--- config.mk ---
export PLATFORM = sky130hd
export DESIGN_NAME = fasm_cfg_loader
export DESIGN_NICKNAME = d
export VERILOG_FILES = /design/src/rtl/fasm_cfg_loader.sv
export SDC_FILE = /design/constraint.sdc
export NUM_CORES = 1
export LEC_CHECK = 0
export ABC_CLOCK_PERIOD_IN_PS = 1900
export BUFFER_PORTS_ARGS = -buffer_cell sky130_fd_sc_hd__buf_4
export CAP_MARGIN = 20
export CORE_AREA = 10 10 66 73
export DETAILED_ROUTE_END_ITERATION = 12
export DIE_AREA = 0 0 76 83
export PLACE_DENSITY_LB_ADDON = 0.12
export RECOVER_POWER = 50
export SLEW_MARGIN = 20
export SYNTH_ARGS = -nofsm -noshare
export SYNTH_HDL_FRONTEND = slang
export SYNTH_SLANG_ARGS = --single-unit
--- constraint.sdc ---
create_clock -name CLK -period 1.9 [get_ports CLK]
set_clock_uncertainty 0.2 [all_clocks]
set_input_delay 0.19 -clock CLK [delete_from_list [all_inputs] [get_ports CLK]]
set_output_delay 0.19 -clock CLK [all_outputs]
set_load 0.005 [all_outputs]
--- src/rtl/fasm_cfg_loader.sv ---
// Serial configuration loader for one FASM logic cell: frames a bitstream as
// sync word + {INIT, IS_INVERTED} payload + even parity, then commits it atomically.
module fasm_cfg_loader #(
  parameter int                    INIT_WIDTH   = 1,
  parameter int                    INV_WIDTH    = 1,
  parameter logic [7:0]            SYNC_WORD    = 8'hA5,
  parameter logic [INIT_WIDTH-1:0] INIT_DEFAULT = '0,
  parameter logic [INV_WIDTH-1:0]  INV_DEFAULT  = '0,
  parameter int                    TIMEOUT      = 255
) (
  input  logic                  CLK,
  input  logic                  RST_N,
  input  logic                  CFG_EN,
  input  logic                  CFG_DIN,
  input  logic                  CFG_VALID,
  output logic                  CFG_READY,
  output logic [INIT_WIDTH-1:0] INIT,
  output logic [INV_WIDTH-1:0]  IS_INVERTED,
  output logic                  CFG_DONE,
  output logic                  CFG_ERR,
  output logic                  BUSY
);

  localparam int N      = INIT_WIDTH + INV_WIDTH;
  localparam int CW     = $clog2((N > 8) ? N : 8);
  localparam int TW     = (TIMEOUT > 1) ? $clog2(TIMEOUT) : 1;
  localparam bit TO_EN  = (TIMEOUT > 0);
  localparam logic [TW-1:0] TO_LAST = TW'((TIMEOUT > 0) ? TIMEOUT - 1 : 0);

  typedef enum logic [2:0] {
    S_IDLE, S_SYNC, S_PAYLOAD, S_PARITY, S_COMMIT, S_HOLD, S_ERROR
  } state_t;

  state_t                  state_q, state_d;
  logic [CW-1:0]           bit_cnt_q, bit_cnt_d;
  logic [TW-1:0]           to_cnt_q, to_cnt_d;
  logic [6:0]              sync_q, sync_d;
  logic [N-1:0]            shadow_q, shadow_d;
  logic [INIT_WIDTH-1:0]   init_q, init_d;
  logic [INV_WIDTH-1:0]    inv_q, inv_d;
  logic                    done_q, done_d;
  logic                    err_q, err_d;
  logic                    busy_q, busy_d;
  logic                    ready_q, ready_d;
  logic                    accept;

  assign accept = CFG_VALID & ready_q;

  always_comb begin
    state_d   = state_q;
    bit_cnt_d = bit_cnt_q;
    to_cnt_d  = to_cnt_q;
    sync_d    = sync_q;
    shadow_d  = shadow_q;
    init_d    = init_q;
    inv_d     = inv_q;
    done_d    = 1'b0;

    case (state_q)
      S_IDLE: begin
        bit_cnt_d = '0;
        to_cnt_d  = '0;
        shadow_d  = '0;
        if (CFG_EN) state_d = S_SYNC;
      end
      S_SYNC, S_PAYLOAD, S_PARITY: begin
        // Abort has priority over both an arriving bit and a timeout.
        if (!CFG_EN) begin
          state_d   = S_IDLE;
          bit_cnt_d = '0;
          to_cnt_d  = '0;
        end else if (accept) begin
          to_cnt_d = '0;
          case (state_q)
            S_SYNC: begin
              sync_d = {sync_q[5:0], CFG_DIN};
              if (bit_cnt_q == CW'(7)) begin
                bit_cnt_d = '0;
                state_d   = ({sync_q, CFG_DIN} == SYNC_WORD) ? S_PAYLOAD : S_ERROR;
              end else begin
                bit_cnt_d = bit_cnt_q + CW'(1);
              end
            end
            S_PAYLOAD: begin
              shadow_d = {shadow_q[N-2:0], CFG_DIN};
              if (bit_cnt_q == CW'(N - 1)) begin
                bit_cnt_d = '0;
                state_d   = S_PARITY;
              end else begin
                bit_cnt_d = bit_cnt_q + CW'(1);
              end
            end
            default: state_d = (CFG_DIN == ^shadow_q) ? S_COMMIT : S_ERROR;
          endcase
        end else if (TO_EN) begin
          if (to_cnt_q == TO_LAST) state_d = S_ERROR;
          else                     to_cnt_d = to_cnt_q + TW'(1);
        end
      end
      S_COMMIT: begin
        init_d  = shadow_q[N-1:INV_WIDTH];
        inv_d   = shadow_q[INV_WIDTH-1:0];
        done_d  = 1'b1;
        state_d = S_HOLD;
      end
      S_HOLD, S_ERROR: begin
        if (!CFG_EN) state_d = S_IDLE;
      end
      default: state_d = S_IDLE;
    endcase

    ready_d = (state_d == S_SYNC) || (state_d == S_PAYLOAD) || (state_d == S_PARITY);
    busy_d  = (state_d != S_IDLE);
    err_d   = (state_d == S_ERROR);
  end

  always_ff @(posedge CLK or negedge RST_N) begin
    if (!RST_N) begin
      state_q   <= S_IDLE;
      bit_cnt_q <= '0;
      to_cnt_q  <= '0;
      sync_q    <= '0;
      shadow_q  <= '0;
      init_q    <= INIT_DEFAULT;
      inv_q     <= INV_DEFAULT;
      done_q    <= 1'b0;
      err_q     <= 1'b0;
      busy_q    <= 1'b0;
      ready_q   <= 1'b0;
    end else begin
      state_q   <= state_d;
      bit_cnt_q <= bit_cnt_d;
      to_cnt_q  <= to_cnt_d;
      sync_q    <= sync_d;
      shadow_q  <= shadow_d;
      init_q    <= init_d;
      inv_q     <= inv_d;
      done_q    <= done_d;
      err_q     <= err_d;
      busy_q    <= busy_d;
      ready_q   <= ready_d;
    end
  end

  assign CFG_READY   = ready_q;
  assign INIT        = init_q;
  assign IS_INVERTED = inv_q;
  assign CFG_DONE    = done_q;
  assign CFG_ERR     = err_q;
  assign BUSY        = busy_q;

endmodule

### After elaboration in Yosys (flattened, before gate mapping)

Cells that the tools add are included.

| cells by class | value |
|---|---|
| add/sub/neg operators | 2 |
| eq/ne operators | 21 |
| multiplexer cells | 26 |
| bitwise logic cells | 1 |
| reduce and logical (&&, ||, !) cells | 12 |

Operators with widths:

| kind | count |
|---|---|
| $mux 3 | 12 |
| $mux 8 | 3 |
| $pmux 3 s2 | 3 |
| $eq 8x8->1 const B | 2 |
| $pmux 8 s2 | 1 |
| $eq 3x3->1 const B | 5 |
| $eq 3x2->1 const B | 4 |
| $pmux 3 s4 | 1 |
| $eq 3x1->1 const B | 3 |
| $add 8x1->8 const B | 1 |
| $mux 2 | 4 |
| $ne 4x4->1 const B | 2 |
| $reduce_and 4->1 | 2 |
| $ne 2x2->1 const B | 3 |
| $pmux 2 s2 | 1 |
| $add 3x1->3 const B | 1 |
| $logic_not 3->1 | 1 |
| $ne 3x3->1 const B | 1 |
| $reduce_and 3->1 | 1 |
| $reduce_bool 3->1 | 1 |
| $reduce_or 3->1 | 1 |
| $logic_or 1x1->1 | 2 |
| $reduce_and 2->1 | 1 |
| $reduce_bool 2->1 | 1 |
| other kinds (5) | 5 |

| word-level totals | value |
|---|---|
| flip-flop bits (word level) | 29 |
| input port bits | 5 |
| output and inout bits | 6 |
| word-level logic and storage cells | 73 |

### Logic depth before layout (Yosys ltp)

| depth | value |
|---|---|
| depth after elaboration | 10 |
| gate-level depth with buffers | 7 |
| mapped depth without buffers | 7 |

### Worst setup path after synthesis

No wires, ideal clock.

| timing | value |
|---|---|
| path type | register -> register |
| start point | reg to_cnt_q[0] |
| end point | reg to_cnt_q[5] |
| library setup time | 0.136 ns |
| arrival time | 1.474 ns |
| data required time | 1.564 ns |
| path slack | 0.090 ns |
| stages on the path, launching flop included | 8 |
| buffers on the path | 1 |
| period minus slack after synthesis | 1.810 ns |
| cells stage by stage | dfrtp_1 > inv_1 > ha_1 > and3_1 > clkbuf_1 > a2111oi_2 > xnor2_1 > nor2_1 |

| between the ends | value |
|---|---|
| word-level cells in the longest chain between the ends | 5 |
| elaborated cells between the ends (all ways) | 8 |
| those cells by class | 1 x add/sub; 2 x eq/ne; 4 x mux; 1 x reduce/logical |

Ends and longest elaborated chain:

| what | RTL line | RTL |
|---|---|---|
| from (decl) | 36 | `logic [TW-1:0] to_cnt_q, to_cnt_d;` |
| from (signal assigned) | 133 | `to_cnt_q <= to_cnt_d;` |
| $add 8x1->8 | 97 | `else to_cnt_d = to_cnt_q + TW'(1);` |
| $mux 8 | 96 | `if (to_cnt_q == TO_LAST) state_d = S_ERROR;` |
| $mux 8 | 72 | `end else if (accept) begin` |
| $mux 8 | 68 | `if (!CFG_EN) begin` |
| $pmux 8 s2 | 59 | `case (state_q)` |

Several ways; a longest one is shown, not always the timed one. The select of a mux whose other input is x is not followed.
A chain may end at the register's enable or synchronous reset.

### Final worst setup path

| timing | value |
|---|---|
| start point | reg bit_cnt_q[1] |
| end point | reg ready_q (netlist: CFG_READY) |

| between the ends | value |
|---|---|
| word-level cells in the longest chain between the ends | 9 |
| elaborated cells between the ends (all ways) | 13 |
| those cells by class | 5 x eq/ne; 6 x mux; 2 x reduce/logical |

Ends and longest elaborated chain:

| what | RTL line | RTL |
|---|---|---|
| from (decl) | 35 | `logic [CW-1:0] bit_cnt_q, bit_cnt_d;` |
| from (signal assigned) | 132 | `bit_cnt_q <= bit_cnt_d;` |
| $eq 3x1->1 / $eq 3x3->1 (equally long branches) | 86, 77 |  |
| $mux 3, on equally long branches | 86, 77 |  |
| $pmux 3 s2 * | 74 | `case (state_q)` |
| $mux 3 * | 72 |  |
| $mux 3 * | 68 |  |
| $pmux 3 s4 * | 59 |  |
| $eq 3x1->1 / $eq 3x2->1 (equally long branches) | 112 | `ready_d = (state_d == S_SYNC) \|\| (state_d == S_PAYLOAD) \|\| (state_d == S_PARITY);` |
| $logic_or 1x1->1 | 112 |  |
| $logic_or 1x1->1 * | 112 |  |
| via ready_d | 44 | `logic ready_q, ready_d;` |
| to (signal assigned) | 141 | `ready_q <= ready_d;` |
| to (decl) | 44 |  |

Mark *: on every way through the listed nets, which the timed path passes. The rest lies on a longest branch.

==> impl_metrics.env <==
export IMPL_outcome="completed"
export IMPL_clkPwrFrac_pct=21.9
export IMPL_cts_root_buf="clkbuf_4"
export IMPL_overflow=0
export IMPL_internal_power_w=0.001575
export IMPL_final_cell_mix="dfrtp_1, buf_4, inv_1, mux2_2, nor2_1"
export IMPL_ios=11
export IMPL_synth_area_leaders="dfrtp_1, mux2_2, ha_1"
export IMPL_antenna_found_initial=0
export IMPL_synth_edf_count=0
export IMPL_async_flop_share_pct=100.0
export IMPL_critPathKind="reg2reg"
export IMPL_synth_cell_types=49
export IMPL_grt_pass1_wl_mm=6.030
export IMPL_dp_slack_ns=0.03911
export IMPL_syn_to_final_growth_pct=23.49
export IMPL_wl_per_cell_um=16.11
export IMPL_max_cap_violations=0
export IMPL_die_area_um2=6308
export IMPL_path_clk_slew_ns=0.09
export IMPL_num_antenna_cells=0
export IMPL_cpPeakStageDelay_ns=0.43
export IMPL_p_leak_nw=0.8702
export IMPL_ys_seq_area_share_pct=44.82
export IMPL_slowest_stage="dfrtp_1"
export IMPL_drive_gt1_share_pct=32.24
export IMPL_power_density_nw_per_um2=1235
export IMPL_p_sw_w=0.0008949
export IMPL_viasPerCell=5.610
export IMPL_hold_viol=0
export IMPL_syn_inst=156
export IMPL_slew_limit_headroom_pct=50.57
export IMPL_vias=1296
export IMPL_irDropWorstVdd_mv=0.7493
export IMPL_start_util_pct=48.61
export IMPL_setup_viol=0
export IMPL_dr_pass1_iters=4
export IMPL_ys_seq_elements=29
export IMPL_synth_warnings=0
export IMPL_h_tree_depth=2
export IMPL_nets=192
export IMPL_synth_area_um2=1619
export IMPL_die_h_um=83
export IMPL_cp_end_kind="register"
export IMPL_worst_slack_ns=0.04479
export IMPL_cts_tree="done"
export IMPL_path_cells="ha_2 > ha_4 > nor2_1 > a22oi_1 > o211a_1 > buf_4 > a211oi_2"
export IMPL_drt_total_wl_mm=3.722
export IMPL_pwr_share_comb_pct=43.5
export IMPL_cp_required_ns=1.95
export IMPL_drc=0
export IMPL_critPathBufInv=1
export IMPL_pwr_share_seq_pct=34.6
export IMPL_hold_slack_ns=0.1238
export IMPL_die_w_um=76
export IMPL_grt_pass1_vias=1258
export IMPL_drt_iter0_markers=71
export IMPL_timing_critical_path_from_type="register"
export IMPL_core_um2=3331
export IMPL_cts_buffers=5
export IMPL_path_delay_family="compound AO/OA/AOI/OAI gates"
export IMPL_cp_max_fo=3
export IMPL_tightestPinTransition_ns=0.7414
export IMPL_gp_congestion=0.8319
export IMPL_slew_violations=0
export IMPL_cts_sinks=29
export IMPL_synth_ff_type="dfrtp_1"
export IMPL_power_w=0.002469
export IMPL_rsz0062_at_grt="true"
export IMPL_port_buffers=10
export IMPL_synth_area_per_cell_um2=10.38
export IMPL_netlist_area_leader_share_pct=44.82
export IMPL_worstPathArrival_ns=1.91
export IMPL_fin_crit_ns=1.855
export IMPL_switching_share_pct=36.24
export IMPL_fmaxAchievable_mhz=539.0
export IMPL_synthesis_nets=166
export IMPL_grt_max_degree=30
export IMPL_insertion_delay_ns=0.33
export IMPL_clk_path_buf_depth=2
export IMPL_hp_class="in2reg"
export IMPL_num_rows=22
export IMPL_fin_crit_sh_pct=97.64
export IMPL_netlist_top_cell_by_area="dfrtp_1"
export IMPL_final_common_cell="dfrtp_1"
export IMPL_dp_final_hpwl_mm=2.563
export IMPL_track_usage_pct=11.43
export IMPL_ant_nets=0
## power groups by stage
stage / Sequential, W / Combinational (W) / Clock [W]
after floorplan: 0.000830 / 0.000640 / 0
after detailed placement: 0.000846 / 0.000951 / 0
final: 0.000854 / 0.00107 / 0.000541
after CTS: 0.000835 / 0.000960 / 0.000551
after global placement: 0.000838 / 0.000926 / 0
after global routing: 0.000868 / 0.00118 / 0.000573
## Yosys cell counts (2+ instances only)
cell       number
o211ai_1        3
nor3_1          5
a22oi_1         5
o21ai_0         2
ha_1            5
dfrtp_1        29
clkbuf_1        2
maj3_1          2
a211oi_1        4
nand4_1         3
nor2b_1         2
a21o_1          2
inv_1          11
buf_2           4
a21oi_1         6
mux2_2         11
xnor2_1         4
nor4bb_1        2
nor2_1         10
nand2_1         7
o2bb2ai_1       2
nand3_1         5
or3_1           3
o31ai_1         2
## state kept, by name (all words and copies together) (netlist names), 2 cells and up
register   flops
bit_cnt_q      3
to_cnt_q       8
shadow_q       2
state_q        3
sync_q         7
## cells by family (layout without fill, tap and decap cells)
group                      count (synthesis)  after routing  share of synthesized area (%)
AOI/OAI and AO/OA                         40             40                          18.70
xor gates and xnor gates                   6              6                          4.173
adders and majority gates                  7              7                          5.101
buffers and inverters                     19             46                          5.178
DFF                                       29             29                          44.82
muxes                                     11             11                          7.651
and+or+nand+nor                           44             44                          14.38
## path summary, 6_finish.rpt
path	startpoint	endpoint	slack [ns]	depth (start not counted)
worst max-delay path	bit_cnt_q[1]	CFG_READY	0.04	7
worst min-delay path	CFG_EN	bit_cnt_q[2]	0.12	4
worst max register to register	bit_cnt_q[1]	CFG_READY	0.04	7
worst min register to register	sync_q[6]	sync_q[6]	0.32	1
max in group asynchronous	RST_N	to_cnt_q[6]	0.79	2
min in group asynchronous	RST_N	to_cnt_q[7]	0.24	2
## repair_timing
action                     CTS  global route
setup endpoints to repair    0             7
hold endpoints to repair    30             0
resized for setup            0            15
hold buffers                 2             0
buffers inserted             0             4
## worst min-delay path: stages
cell     delay [ns]
buf_4          0.12
buf_4          0.17
nand3_1        0.07
o32ai_1        0.07
## metal layers
metal	global-route usage [%]	wire length (µm)	vias up
met5	0	0	-
li1	-	-	628
met2	18.15	1859	22
met3	3.341	130	13
met1	13.61	1618	633
met4	5.822	114	0
## through the flow
stage	setup TNS, ns	cells	cell area, µm²	utilization (%)
global route	-0.07855	231	1999	60.03
floorplan	0	156	1619	-
detailed placement	0	217	1794	53.87
finish	0	231	1999	60.03
CTS	0	227	1899	57.02
global placement	0	217	1794	53.87
## final cells by class
type	count	area, µm²
clock buffer	7	55.05
inverter	11	41.29
multi-input combinational	108	882.1
sequential	29	725.7
clock inverter	1	30.03
tap	48	60.06
timing repair buffer	27	205.2
fill	285	1331
No activity file was read; power rests on OpenSTA's default activity.
